--- src/rtl/trng_out_fifo_if.sv ---
// Stream and status bundle between the AES conditioner,
// the output FIFO and the downstream consumer.
interface trng_out_fifo_if #(
   parameter int DEPTH = 16
);
   localparam int AW = $clog2(DEPTH);

   logic          vld_in;
   logic [31:0]   data_in;
   logic          out_valid;
   logic          out_ready;
   logic [31:0]   out_data;
   logic [AW:0]   level;
   logic          full;
   logic          overflow;
   logic          rep_err;
   logic          clr_err;
   logic [15:0]   blk_cnt;

   modport master (
      output vld_in,
      output data_in,
      output out_ready,
      output clr_err,
      input  out_valid,
      input  out_data,
      input  level,
      input  full,
      input  overflow,
      input  rep_err,
      input  blk_cnt
   );

   modport slave (
      input  vld_in,
      input  data_in,
      input  out_ready,
      input  clr_err,
      output out_valid,
      output out_data,
      output level,
      output full,
      output overflow,
      output rep_err,
      output blk_cnt
   );
endinterface

--- src/rtl/trng_out_fifo.sv ---
// FWFT output buffer for conditioned TRNG words with block
// counting and sticky overflow / repeated-word health flags.
module trng_out_fifo #(
   parameter  int DEPTH = 16,
   localparam int AW    = $clog2(DEPTH)
) (
   input  logic             clk_i,
   input  logic             rst_i,
   trng_out_fifo_if.slave   bus
);
   localparam logic [AW:0]   LVL_FULL = (AW+1)'(DEPTH);
   localparam logic [AW:0]   LVL_ONE  = (AW+1)'(1);
   localparam logic [AW-1:0] PTR_ONE  = AW'(1);

   logic [31:0]   mem_q [DEPTH];

   logic [AW-1:0] wr_ptr_q, wr_ptr_d;
   logic [AW-1:0] rd_ptr_q, rd_ptr_d;
   logic [AW:0]   level_q, level_d;
   logic          valid_q, valid_d;
   logic          full_q, full_d;
   logic          ovf_q, ovf_d;
   logic          rep_q, rep_d;
   logic [31:0]   prev_q, prev_d;
   logic          pvld_q, pvld_d;
   logic [1:0]    wcnt_q, wcnt_d;
   logic [15:0]   blk_q, blk_d;

   logic          pop;
   logic          push;
   logic          drop;
   logic          rep_hit;

   // A pop in the same cycle frees the slot, so a full FIFO
   // can still take a word.
   always_comb begin
      pop     = valid_q & bus.out_ready;
      push    = bus.vld_in & (~full_q | pop);
      drop    = bus.vld_in & full_q & ~pop;
      rep_hit = push & pvld_q & (bus.data_in == prev_q);
   end

   always_comb begin
      wr_ptr_d = wr_ptr_q;
      rd_ptr_d = rd_ptr_q;
      level_d  = level_q;
      if (push) begin
         wr_ptr_d = wr_ptr_q + PTR_ONE;
      end
      if (pop) begin
         rd_ptr_d = rd_ptr_q + PTR_ONE;
      end
      unique case ({push, pop})
         2'b10:   level_d = level_q + LVL_ONE;
         2'b01:   level_d = level_q - LVL_ONE;
         default: level_d = level_q;
      endcase
      valid_d = (level_d != '0);
      full_d  = (level_d == LVL_FULL);
   end

   // Error set takes priority over a simultaneous clear.
   always_comb begin
      ovf_d  = ovf_q;
      rep_d  = rep_q;
      pvld_d = pvld_q;
      prev_d = prev_q;
      if (bus.clr_err) begin
         ovf_d  = 1'b0;
         rep_d  = 1'b0;
         pvld_d = 1'b0;
      end
      if (drop) begin
         ovf_d = 1'b1;
      end
      if (rep_hit) begin
         rep_d = 1'b1;
      end
      if (push) begin
         prev_d = bus.data_in;
         pvld_d = 1'b1;
      end
   end

   always_comb begin
      wcnt_d = wcnt_q;
      blk_d  = blk_q;
      if (push) begin
         wcnt_d = wcnt_q + 2'd1;
         if (wcnt_q == 2'd3) begin
            blk_d = blk_q + 16'd1;
         end
      end
   end

   always_ff @(posedge clk_i) begin
      if (rst_i) begin
         wr_ptr_q <= '0;
         rd_ptr_q <= '0;
         level_q  <= '0;
         valid_q  <= 1'b0;
         full_q   <= 1'b0;
         ovf_q    <= 1'b0;
         rep_q    <= 1'b0;
         prev_q   <= '0;
         pvld_q   <= 1'b0;
         wcnt_q   <= '0;
         blk_q    <= '0;
      end else begin
         wr_ptr_q <= wr_ptr_d;
         rd_ptr_q <= rd_ptr_d;
         level_q  <= level_d;
         valid_q  <= valid_d;
         full_q   <= full_d;
         ovf_q    <= ovf_d;
         rep_q    <= rep_d;
         prev_q   <= prev_d;
         pvld_q   <= pvld_d;
         wcnt_q   <= wcnt_d;
         blk_q    <= blk_d;
      end
   end

   // Storage needs no reset; out_valid gates its contents.
   always_ff @(posedge clk_i) begin
      if (push) begin
         mem_q[wr_ptr_q] <= bus.data_in;
      end
   end

   assign bus.out_valid = valid_q;
   assign bus.out_data  = mem_q[rd_ptr_q];
   assign bus.level     = level_q;
   assign bus.full      = full_q;
   assign bus.overflow  = ovf_q;
   assign bus.rep_err   = rep_q;
   assign bus.blk_cnt   = blk_q;
endmodule

--- src/flat_wrapper.sv ---
// flat-port wrapper written by rule: the top's interface ports become plain ports
module trng_out_fifo_flat 
#(
   parameter  int DEPTH = 16,
   localparam int AW    = $clog2(DEPTH)
)
  (clk_i, rst_i, bus_vld_in, bus_data_in, bus_out_ready, bus_clr_err, bus_out_valid, bus_out_data, bus_level, bus_full, bus_overflow, bus_rep_err, bus_blk_cnt);
  trng_out_fifo_if #(.DEPTH(DEPTH)) bus_i ();
  input  logic clk_i;
  input  logic rst_i;
  input wire logic [$bits(bus_i.vld_in)-1:0] bus_vld_in;
  input wire logic [$bits(bus_i.data_in)-1:0] bus_data_in;
  input wire logic [$bits(bus_i.out_ready)-1:0] bus_out_ready;
  input wire logic [$bits(bus_i.clr_err)-1:0] bus_clr_err;
  output wire logic [$bits(bus_i.out_valid)-1:0] bus_out_valid;
  output wire logic [$bits(bus_i.out_data)-1:0] bus_out_data;
  output wire logic [$bits(bus_i.level)-1:0] bus_level;
  output wire logic [$bits(bus_i.full)-1:0] bus_full;
  output wire logic [$bits(bus_i.overflow)-1:0] bus_overflow;
  output wire logic [$bits(bus_i.rep_err)-1:0] bus_rep_err;
  output wire logic [$bits(bus_i.blk_cnt)-1:0] bus_blk_cnt;
  assign bus_i.vld_in = bus_vld_in;
  assign bus_i.data_in = bus_data_in;
  assign bus_i.out_ready = bus_out_ready;
  assign bus_i.clr_err = bus_clr_err;
  assign bus_out_valid = bus_i.out_valid;
  assign bus_out_data = bus_i.out_data;
  assign bus_level = bus_i.level;
  assign bus_full = bus_i.full;
  assign bus_overflow = bus_i.overflow;
  assign bus_rep_err = bus_i.rep_err;
  assign bus_blk_cnt = bus_i.blk_cnt;
  trng_out_fifo #(.DEPTH(DEPTH)) u_core (.clk_i(clk_i), .rst_i(rst_i), .bus(bus_i));
endmodule
--- config.mk ---
export PLATFORM = sky130hd
export DESIGN_NAME = trng_out_fifo_flat
export DESIGN_NICKNAME = d
export VERILOG_FILES = /design/src/rtl/trng_out_fifo_if.sv /design/src/rtl/trng_out_fifo.sv /design/src/flat_wrapper.sv
export SDC_FILE = /design/constraint.sdc
export NUM_CORES = 1
export LEC_CHECK = 0
export BUFFER_PORTS_ARGS = -buffer_cell sky130_fd_sc_hd__clkbuf_2
export CELL_PAD_IN_SITES_DETAIL_PLACEMENT = 0
export CELL_PAD_IN_SITES_GLOBAL_PLACEMENT = 2
export CORE_MARGIN = 5
export CORE_UTILIZATION = 30
export DETAILED_ROUTE_END_ITERATION = 10
export PLACE_DENSITY_LB_ADDON = 0.12
export SLEW_MARGIN = 30
export SYNTH_ARGS = -nofsm -noshare
export SYNTH_HDL_FRONTEND = slang
export SYNTH_SLANG_ARGS = --single-unit
--- constraint.sdc ---
create_clock -name clk_i -period 7.65 [get_ports clk_i]
set_input_delay 1.53 -clock clk_i [delete_from_list [all_inputs] [get_ports clk_i]]
set_output_delay 1.53 -clock clk_i [all_outputs]
set_load 0.005 [all_outputs]
After elaboration in Yosys (flattened, before gate mapping)
Memory sizes are Yosys's and may differ from the RTL's. A register that Yosys moved wholly into a read port is not among the register bits.
Index checks and enable logic that the tools add are counted.
Widths: inputs -> output; s select.

operators by class
  $add $sub $neg = 6
  eq/ne operators = 5
  multiplexer cells = 9
  bitwise logic cells = 9
  reduce and logical (&&, ||, !) cells = 5

operators with widths
  kind                   number
  $eq 32x32->1           1
  $add 16x1->16 const B  1
  $pmux 5 s2             1
  $add 4x1->4 const B    2
  $mux 4                 2
  $and 1x1->1            6
  $mux 1                 6
  $reduce_bool 2->1      3
  $add 5x1->5 const B    1
  $eq 5x5->1 const B     1
  $reduce_bool 5->1      1
  $sub 5x1->5 const B    1
  $eq 2x2->1 const B     2
  $add 2x1->2 const B    1
  $eq 2x1->1 const B     1
  $not 1->1              2
  $reduce_and 2->1       1
  $or 1x1->1             1

word-level totals
  bits in registers = 68
  memory bits (writable) = 512
  input port bits = 37
  output and inout port bits = 57
  logic and storage cells = 46
  memories = 1

memories
  name          depth  bits a word  rd ports  clocked after memory_dff  write ports  RTL line             text
  u_core.mem_q  16     32           1         1                         1            trng_out_fifo.sv:15  logic [31:0] mem_q [DEPTH];

Logic depth before layout (Yosys ltp)
Gate-level depths: netlist (run 1).

  word-level depth = 6
  depth in mapped cells = 13
  mapped depth without buffers = 11

Worst setup path after synthesis (run 1)
No wires, ideal clock.

  kind = in2reg
  start = input bus_out_ready
  end = memory u_core.mem_q[0][0] (enable)
  library setup time = 0.461 ns
  arrival time = 4.608 ns
  required time = 7.189 ns
  path slack = 2.581 ns
  stages on the path = 6
  path buffers = 2
  cell sequence = a21bo_2 > and2_1 > clkbuf_1 > buf_2 > nand2_1 > nor3_1

between the ends
  word-level cells in the longest chain between the ends = 5

ends and longest elaborated chain
  element                       RTL line              text
  start, declared               flat_wrapper.sv:13    input wire logic [$bits(bus_i.out_ready)-1:0] bus_out_ready;
  $and 1x1->1                   trng_out_fifo.sv:37   pop = valid_q & bus.out_ready;
  $or 1x1->1                    trng_out_fifo.sv:38   push = bus.vld_in & (~full_q | pop);
  $and 1x1->1                   trng_out_fifo.sv:38
  $mux 1                        trng_out_fifo.sv:126  if (push) begin
  $mux 1 (not written as such)  trng_out_fifo.sv:127  mem_q[wr_ptr_q] <= bus.data_in;
  end, declared                 trng_out_fifo.sv:15

No other way between the ends.

==> results of run 1 <==
==> placed cells by master (no fill, tap or decap), types with 4 or more instances in the layout <==
master | netlist | routed
mux4_2 | 154 | 154
nor3_2 | 0 | 4
nand2_1 | 84 | 84
xor2_1 | 28 | 28
nor2_1 | 37 | 25
nor3_1 | 11 | 7
clkbuf_2 | 0 | 93
nor4_1 | 6 | 6
clkinv_2 | 0 | 10
nand4_1 | 9 | 9
a21oi_1 | 45 | 45
buf_4 | 3 | 29
dfxtp_1 | 72 | 68
ha_1 | 10 | 10
clkinv_1 | 1 | 14
o21ai_0 | 9 | 9
dfxtp_4 | 0 | 4
inv_6 | 0 | 4
nor2_4 | 0 | 12
mux4_1 | 6 | 6
or3_1 | 5 | 5
inv_1 | 8 | 8
clkbuf_8 | 4 | 5
clkbuf_16 | 0 | 70
edfxtp_1 | 512 | 512
nand3_1 | 11 | 11
clkbuf_1 | 16 | 17
xnor2_1 | 27 | 27
==> through the flow <==
step                util, %  total power, mW  setup slack, ns  cells  cell area, µm²
finish                 35.5             7.62             2.84   2276           26500
global route           35.5             7.97             2.61   2276           26500
CTS                    35.5             7.77             2.69   2276           26500
detailed placement     32.6             4.63             3.15   2153           24300
global placement       32.5             4.61             3.08   2150           24300
floorplan                 -             4.31             2.58   1113           22600
==> registers in the layout, indices dropped and copies added (netlist names), named ones only <==
signal	count
u_core.bus.blk_cnt	16
u_core.bus.full	1
u_core.bus.level	5
u_core.bus.out_valid	1
u_core.bus.overflow	1
u_core.bus.rep_err	1
u_core.mem_q	512
u_core.prev_q	32
u_core.pvld_q	1
u_core.rd_ptr_q	4
u_core.wcnt_q	2
u_core.wr_ptr_q	4
==> metal layers <==
| metal | share of wire (%) | routed length, µm | up-vias |
|---|---|---|---|
| met5 | 0.045 | 26 | - |
| met4 | 1.4 | 839 | 4 |
| met3 | 3.3 | 1930 | 66 |
| met2 | 51 | 29500 | 181 |
| met1 | 45 | 26000 | 5897 |
| li1 | - | - | 4792 |
==> synthesized netlist by cell type (all sizes together) <==
master	number	share of area [%]
inv	8	0.13
or3	5	0.14
ha	10	0.55
mux4	160	16
a21oi	45	1.0
nand4b	1	0.039
and4	2	0.078
buf	34	1.1
nor2	37	0.61
nand2	84	1.4
a211o	1	0.039
dfxtp	72	6.4
a21o	1	0.033
a32oi	1	0.039
nor3b	3	0.10
clkinv	1	0.017
o21ai	9	0.20
dlygate4sd1	1	0.039
xnor2	27	1.0
nor2b	2	0.055
nor4	6	0.17
and2	2	0.055
and3	2	0.055
clkbuf	20	0.51
nor3	11	0.24
nand3	11	0.24
o31a	1	0.039
and3b	1	0.039
nand4	9	0.25
xor2	28	1.1
a21bo	1	0.044
nand2b	3	0.083
mux2i	2	0.089
edfxtp	512	68
==> worst register-to-register path, delay by kind of cell, from the launching register on <==
family	cells	cell delay [ns]
DFF	1	0.32
buffers and inverters	2	0.67
AOI/OAI and AO/OA	4	0.76
muxes	1	0.23
and+or+nand+nor	1	0.13
adders and majority gates	2	0.58
xor gates and xnor gates	2	0.40
==> worst paths after layout <==
| path | startpoint | endpoint | slack [ns] |
|---|---|---|---|
| setup / recovery | flop | bus_out_data[27] | 2.84 |
| setup reg to reg | u_core.bus.full | u_core.bus.out_valid | 4.43 |
| hold reg to reg | u_core.pvld_q | u_core.pvld_q | 0.46 |
| hold / removal | u_core.pvld_q | u_core.pvld_q | 0.46 |
==> final cells by class <==
class                      instances  area [µm²]
sequential                       584       16800
clock buffer                      92        1880
clock inverter                    31         240
multi-input combinational        465        5480
tap                              969        1210
inverter                           9        33.8
fill                            6946       48100
timing repair buffer             126         771
==> power breakdown <==
part	leakage (nW)	internal, mW	total, mW	switching, mW
logic	2.09	0.454	0.899	0.445
clock network	1.05	1.83	3.10	1.27
registers	5.22	3.55	3.62	0.0687
==> cell families (layout without fill, tap and decap cells) <==
group                    after synthesis  count (layout)
AO/OA/AOI/OAI                         59              59
XOR/XNOR                              55              55
adder cells (fa/ha/maj)               10              10
buffers and inverters                 64             258
flip-flops                           584             584
multiplexers                         162             162
AND/OR/NAND/NOR                      179             179
==> flow_summary.ini, run 1 <==
[yosys]
syn_inst = 1113
synth_fa_ha_area_share_pct = 0.554
synthMuxAreaShare_pct = 16.1
syn_avg_cell_area_um2 = 20.3
synth_compound_area_share_pct = 1.39
synth.cell_area_mm2 = 0.0226
synth-seq-area-share_pct = 74.4
yosys_warnings = 0
synth_cell_types = 39
synthXorXnorAreaFrac_pct = 2.13
synth_top_family_by_area = multiplexers
synth_fp_nets = 1160
ys_seq_elements = 584
yosys.area_share.simple_pct = 3.55

[sta]
maxSlewHeadroom_pct = 42.4
hold_violations = 0
final-setup-viol-count = 0
slew_violations = 0
fmax_ghz = 0.208
skew_ns = 0.0152
hold_ws_ns = 0.456
finalCriticalPeriod_ns = 4.81
timing.setup.tns_ns = 0
worstMarginPinSlew_ns = 0.864
rsz0062_at_grt = no
min_period_over_period_pct = 62.8

[grt]
grt.busiest_layer = met2
grt-ovfl-total = 0
grt_pass1_wl_um = 85400
grt_use_total_pct = 14.4
gr-usage-met3_pct = 2.58
met1_usage_pct = 19.3
grt_max_degree = 68
grt_antenna_before_repair = 2
use_met2_pct = 24.4
grt_pass1_vias = 11705

[place]
post-dp-hpwl_um = 32400
gp_congestion = 0.687
io_buffers = 93

[hold_path]
hold_class = flop to flop
min_path_cells = 2

[cells_and_area]
drive_gt1_share_pct = 30.2
n_antenna_cell = 0
nets = 1301
syn_to_final_growth_pct = 17.0

[detailed_routing]
dr.pass1.iters = 4
ant_nets = 0
drt_iter0_markers = 816
via_per_inst = 4.81
routedWlPerCell_um = 25.6
drc = 0
routed_wl_um = 58300
via_count = 10940

[clock_tree]
cts_resized = 0
post_cts_buffers = 0
cts_made_buffers = 68
clk_pin_slew_ns = 0.05
cts-htree-levels = 3
worstSkewPairLatency_ns = 0.59
root_buffer = clkbuf_16
cts_buffer_depth = 3
cts_tree = yes
cts.sinks = 584
ctsHoldBuffers = 0

[setup_path]
critPathTopFamily = multiplexers
worst-endpoint-arrival_ns = 3.28
cpPeakStageDelay_ns = 0.66
ff2ff_path_depth = 12
path_buf_inv = 3
crit_chain = buf_16, buf_12, mux4_1, mux4_2, clkbuf_2
crit_fanout = 56
crit_slowest_cell = mux4_1
start_kind = flop
required_ns = 6.12
path_class = flop to output port
cp-end-kind = output port
cp_num_cells = 5

[floorplan]
die_h_um = 284
rows = 100
dieArea_mm2 = 0.0809
ios = 94
initial_core_util_pct = 30.3
die_w_um = 284
fp.coreArea_mm2 = 0.0746

[pwr]
p_leak_nw = 8.35
peakVddDrop_v = 0.000139
powerDensity_mw_per_mm2 = 288

[run]
maxCapViolCount = 0

[outcome]
status = finished, final reports clean
Power figures use the tool's default switching activity.
==> run 2: changes to the inputs <==
clock period = 4.35 ns   (was 7.65 ns; I/O delays follow)
==> run 2 against run 1 <==
- utilization up 0.34 points
- combinational power increased by 89%
- clock skew shrank 0.00084 ns
- first-iteration DRC count is 4.2% higher
- global-route usage up 0.10 points
- total power is 78% higher
- final area is 0.95% higher
- highest routed layer unchanged
- register-to-register slack worse by 3.0 ns
- via count rose by 1.4%
- clock power grew 77%
- sequential share of layout area is 0.60 points lower
==> flow_summary.ini, run 2 (same netlist as run 1, synthesis figures left out) <==
[pwr]
p_leak_nw = 8.45
powerDensity_mw_per_mm2 = 508
peakVddDrop_v = 0.000239

[hold_path]
min_path_cells = 2
hold_class = flop to flop

[cells_and_area]
syn_to_final_growth_pct = 18.1
fillers = 6958
largest_reg_flops = 512
layout_commonest_cell = edfxtp_1
drive_gt1_share_pct = 31.2
largest_register = u_core.mem_q
layout_common_cells = edfxtp_1, mux4_2, clkbuf_2
nets = 1314

[floorplan]
initial_core_util_pct = 30.3
dieArea_mm2 = 0.0809
die_w_um = 284
fp.coreArea_mm2 = 0.0746
rows = 100
ios = 94
die_h_um = 284

[sta]
min_period_over_period_pct = 86.6
hold_violations = 0
final-setup-viol-count = 0
worstMarginPinSlew_ns = 0.683
fmax_ghz = 0.265
slew_violations = 0
finalCriticalPeriod_ns = 3.77
rsz0062_at_grt = no
skew_ns = 0.0144
layout_setup_ws_ns = 0.582
maxSlewHeadroom_pct = 54.4
hold_ws_ns = 0.451

[clock_tree]
cts-htree-levels = 3
worstSkewPairLatency_ns = 0.60
clk_pin_slew_ns = 0.06
cts_tree = yes
cts_buffer_depth = 3
root_buffer = clkbuf_16
cts_made_buffers = 69
cts_resized = 0
ctsHoldBuffers = 0
post_cts_buffers = 0
cts.sinks = 584

[outcome]
status = finished, final reports clean

[grt]
grt_pass1_wl_um = 85500
grt_use_total_pct = 14.5
grt-ovfl-total = 0
grt_max_degree = 43
grt_pass1_vias = 11675
grt_antenna_before_repair = 3

[setup_path]
ff2ff_path_depth = 12
cp-end-kind = output port
required_ns = 3.48
path_class = flop to output port
crit_fanout = 36
start_kind = flop
worst-endpoint-arrival_ns = 2.90

[place]
dp_slack_ns = 0.821
gp_congestion = 0.714
io_buffers = 93
post-dp-hpwl_um = 35400

[run]
maxCapViolCount = 0

[detailed_routing]
ant_nets = 0
via_count = 11095
drt_iter0_markers = 850
dr.pass1.iters = 5
routed_wl_um = 58600
drc = 0
routedWlPerCell_um = 25.6
via_per_inst = 4.85
[run 2: changes by cell type in the layout (fill, tap and decap cells not counted), moves of 2 or more]
cell	change
buf_12	+13
clkbuf_8	-4
clkinv_1	-4
clkinv_2	+5
diode_2	+2
[run 2: where the power goes]
part	leakage (nW)	internal [mW]	total, mW	switching [mW]
clock	1.05	3.25	5.49	2.24
combinational	2.18	0.827	1.70	0.870
sequential	5.22	6.25	6.37	0.122
total	8.45	10.3	13.6	3.23
[run 2: through the flow]
step | TNS (ns) | std cells | cell area, µm² | utilization [%] | total power [mW]
floorplan | -3.71 | 1113 | 22600 | - | 7.58
global placement | 0 | 2164 | 24500 | 32.9 | 8.26
detailed placement | 0 | 2164 | 24500 | 32.9 | 8.25
CTS | 0 | 2286 | 26700 | 35.8 | 13.8
global route | 0 | 2287 | 26700 | 35.8 | 14.2
finish | 0 | 2289 | 26700 | 35.8 | 13.6
[run 2: layout make-up]
type                    instances  area, µm²  area share (%)
flip-flops and latches        584      16800            63.0
multi-input cells             465       5490            20.6
clock buffers                  88       1850            6.93
well taps                     969       1210            4.54
repair buffers                138       1000            3.76
clock inverters                34        280            1.05
inverters                       9       33.8           0.127
diodes                          2       5.00          0.0187
[run 2: worst max-delay path, cell delays in order, from the launching register on]
cell and delay (ns):
dfxtp_4 0.61, buf_12 0.35, mux4_2 0.61, mux4_2 0.53
clkbuf_2 0.14
[run 2: routing by layer]
metal / wire length, µm / track usage, % / vias to the layer above
li1: - / - / 4832
met1: 27200 / 20.9 / 5939
met2: 27600 / 22.7 / 233
met3: 2540 / 2.56 / 89
met4: 1210 / 4.01 / 2
met5: 13 / 0 / -
[run 2: worst paths after layout]
check / slack (ns) / end / from
max: 0.58 / bus_out_data[3] / flop
min: 0.45 / u_core.pvld_q / u_core.pvld_q
max reg2reg: 1.39 / u_core.bus.out_valid / u_core.bus.full
min reg2reg: 0.45 / u_core.pvld_q / u_core.pvld_q
==> run 3: changes to the inputs <==
RECOVER_POWER = 25   (was not set)
clock period = 4.2 ns   (was 4.35 ns; I/O delays follow)
==> run 3 against run 2 <==
- critical path depth up 1
- sequential power increased by 3.1%
- setup slack got worse by 0.067 ns
- register-to-register slack got worse by 0.15 ns
- sequential cell count stayed put
- highest routed layer unchanged
==> flow_summary.ini, run 3 (same netlist as run 1, synthesis figures left out) <==
[grt]
grt_pass1_vias = 11863
grt_pass1_wl_um = 86800
grt_max_degree = 49
grt_antenna_before_repair = 6
grt-ovfl-total = 0
grt_use_total_pct = 14.7

[sta]
final-setup-viol-count = 0
worstMarginPinSlew_ns = 1.03
maxSlewHeadroom_pct = 31.4
slew_violations = 0
hold_ws_ns = 0.460
fmax_ghz = 0.271
skew_ns = 0.0250
finalCriticalPeriod_ns = 3.68
hold_violations = 0
min_period_over_period_pct = 87.7
rsz0062_at_grt = no
timing.setup.tns_ns = 0

[clock_tree]
root_buffer = clkbuf_16
post_cts_buffers = 0
cts_tree = yes
cts_made_buffers = 69
cts_buffer_depth = 3
cts.sinks = 584
cts_resized = 0
cts-htree-levels = 3
worstSkewPairLatency_ns = 0.59
ctsHoldBuffers = 0
clk_pin_slew_ns = 0.06

[setup_path]
required_ns = 3.36
start_kind = flop
worst-endpoint-arrival_ns = 2.84
crit_fanout = 11
cp-end-kind = output port
path_class = flop to output port

[floorplan]
rows = 100
dieArea_mm2 = 0.0809
die_h_um = 284
ios = 94
die_w_um = 284
fp.coreArea_mm2 = 0.0746
initial_core_util_pct = 30.3

[cells_and_area]
largest_register = u_core.mem_q
fin_area_mm2 = 0.0267
layout_common_cells = edfxtp_1, mux4_2, nand2_1
syn_to_final_growth_pct = 18.2
n_antenna_cell = 0
layout_commonest_cell = edfxtp_1
nets = 1324
fillers = 7022
drive_gt1_share_pct = 29.5
largest_reg_flops = 512

[place]
place_area_mm2 = 0.0245
post-dp-hpwl_um = 36600
gp_congestion = 0.707
io_buffers = 93

[pwr]
p_leak_nw = 8.43
peakVddDrop_v = 0.000277
powerDensity_mw_per_mm2 = 533
power_mw = 14.2

[detailed_routing]
routed_wl_um = 59200
drc = 0
drt_iter0_markers = 899
via_count = 11103
dr.pass1.iters = 4
ant_nets = 0
routedWlPerCell_um = 25.8
via_per_inst = 4.83

[run]
maxCapViolCount = 0

[hold_path]
hold_class = flop to flop

[outcome]
status = finished, final reports clean
run 3: changes by cell type in the layout (fill, tap and decap cells not counted), sizes merged:
cell,delta
clkbuf,+4
clkinvlp,-1
bufinv,+4
clkinv,+1
diode,-2
buf,+6
inv,-2
run 3: metal layers:
metal / vias up / track usage (%) / share of wire, % / routed length [µm]
met4: 2 / 4.32 / 2.2 / 1280
met1: 5956 / 21.5 / 48 / 28200
met2: 238 / 22.5 / 46 / 27200
met5: - / 0 / 0.022 / 13
met3: 65 / 2.62 / 4.4 / 2610
li1: 4842 / - / - / -
run 3: cell type report:
class | count | area (µm²) | share of cell area (%)
sequential | 584 | 16800 | 63.0
multi-input combinational | 465 | 5490 | 20.5
clock buffer | 88 | 1820 | 6.80
tap | 969 | 1210 | 4.54
timing repair buffer | 148 | 935 | 3.50
clock inverter | 36 | 399 | 1.49
inverter | 9 | 33.8 | 0.126
run 3: metrics by stage:
stage,instances,utilization [%],worst slack (ns)
after floorplan,1113,-,-0.178
after global placement,2175,32.9,0.720
after detailed placement,2175,32.9,0.704
after CTS,2299,35.9,0.407
after global routing,2299,35.8,0.347
final,2299,35.8,0.515
run 3: report_power, final:
group          switching, mW  internal, mW  total, mW
combinational          0.920         0.850       1.77
sequential             0.105          6.47       6.57
clock                   2.33          3.56       5.89
run 3: worst paths after layout:
check	startpoint	endpoint	slack (ns)	cells after the start
max	flop	bus_out_data[23]	0.52	5
min	u_core.pvld_q	u_core.pvld_q	0.46	2
max reg2reg	u_core.bus.full	u_core.bus.out_valid	1.24	12
min reg2reg	u_core.pvld_q	u_core.pvld_q	0.46	2
run 3: critical path, cell delays in order (launching register included):
cell and delay [ns]:
dfxtp_4 0.48, buf_4 0.29, buf_4 0.31, mux4_2 0.55, mux4_2 0.47, clkbuf_2 0.13
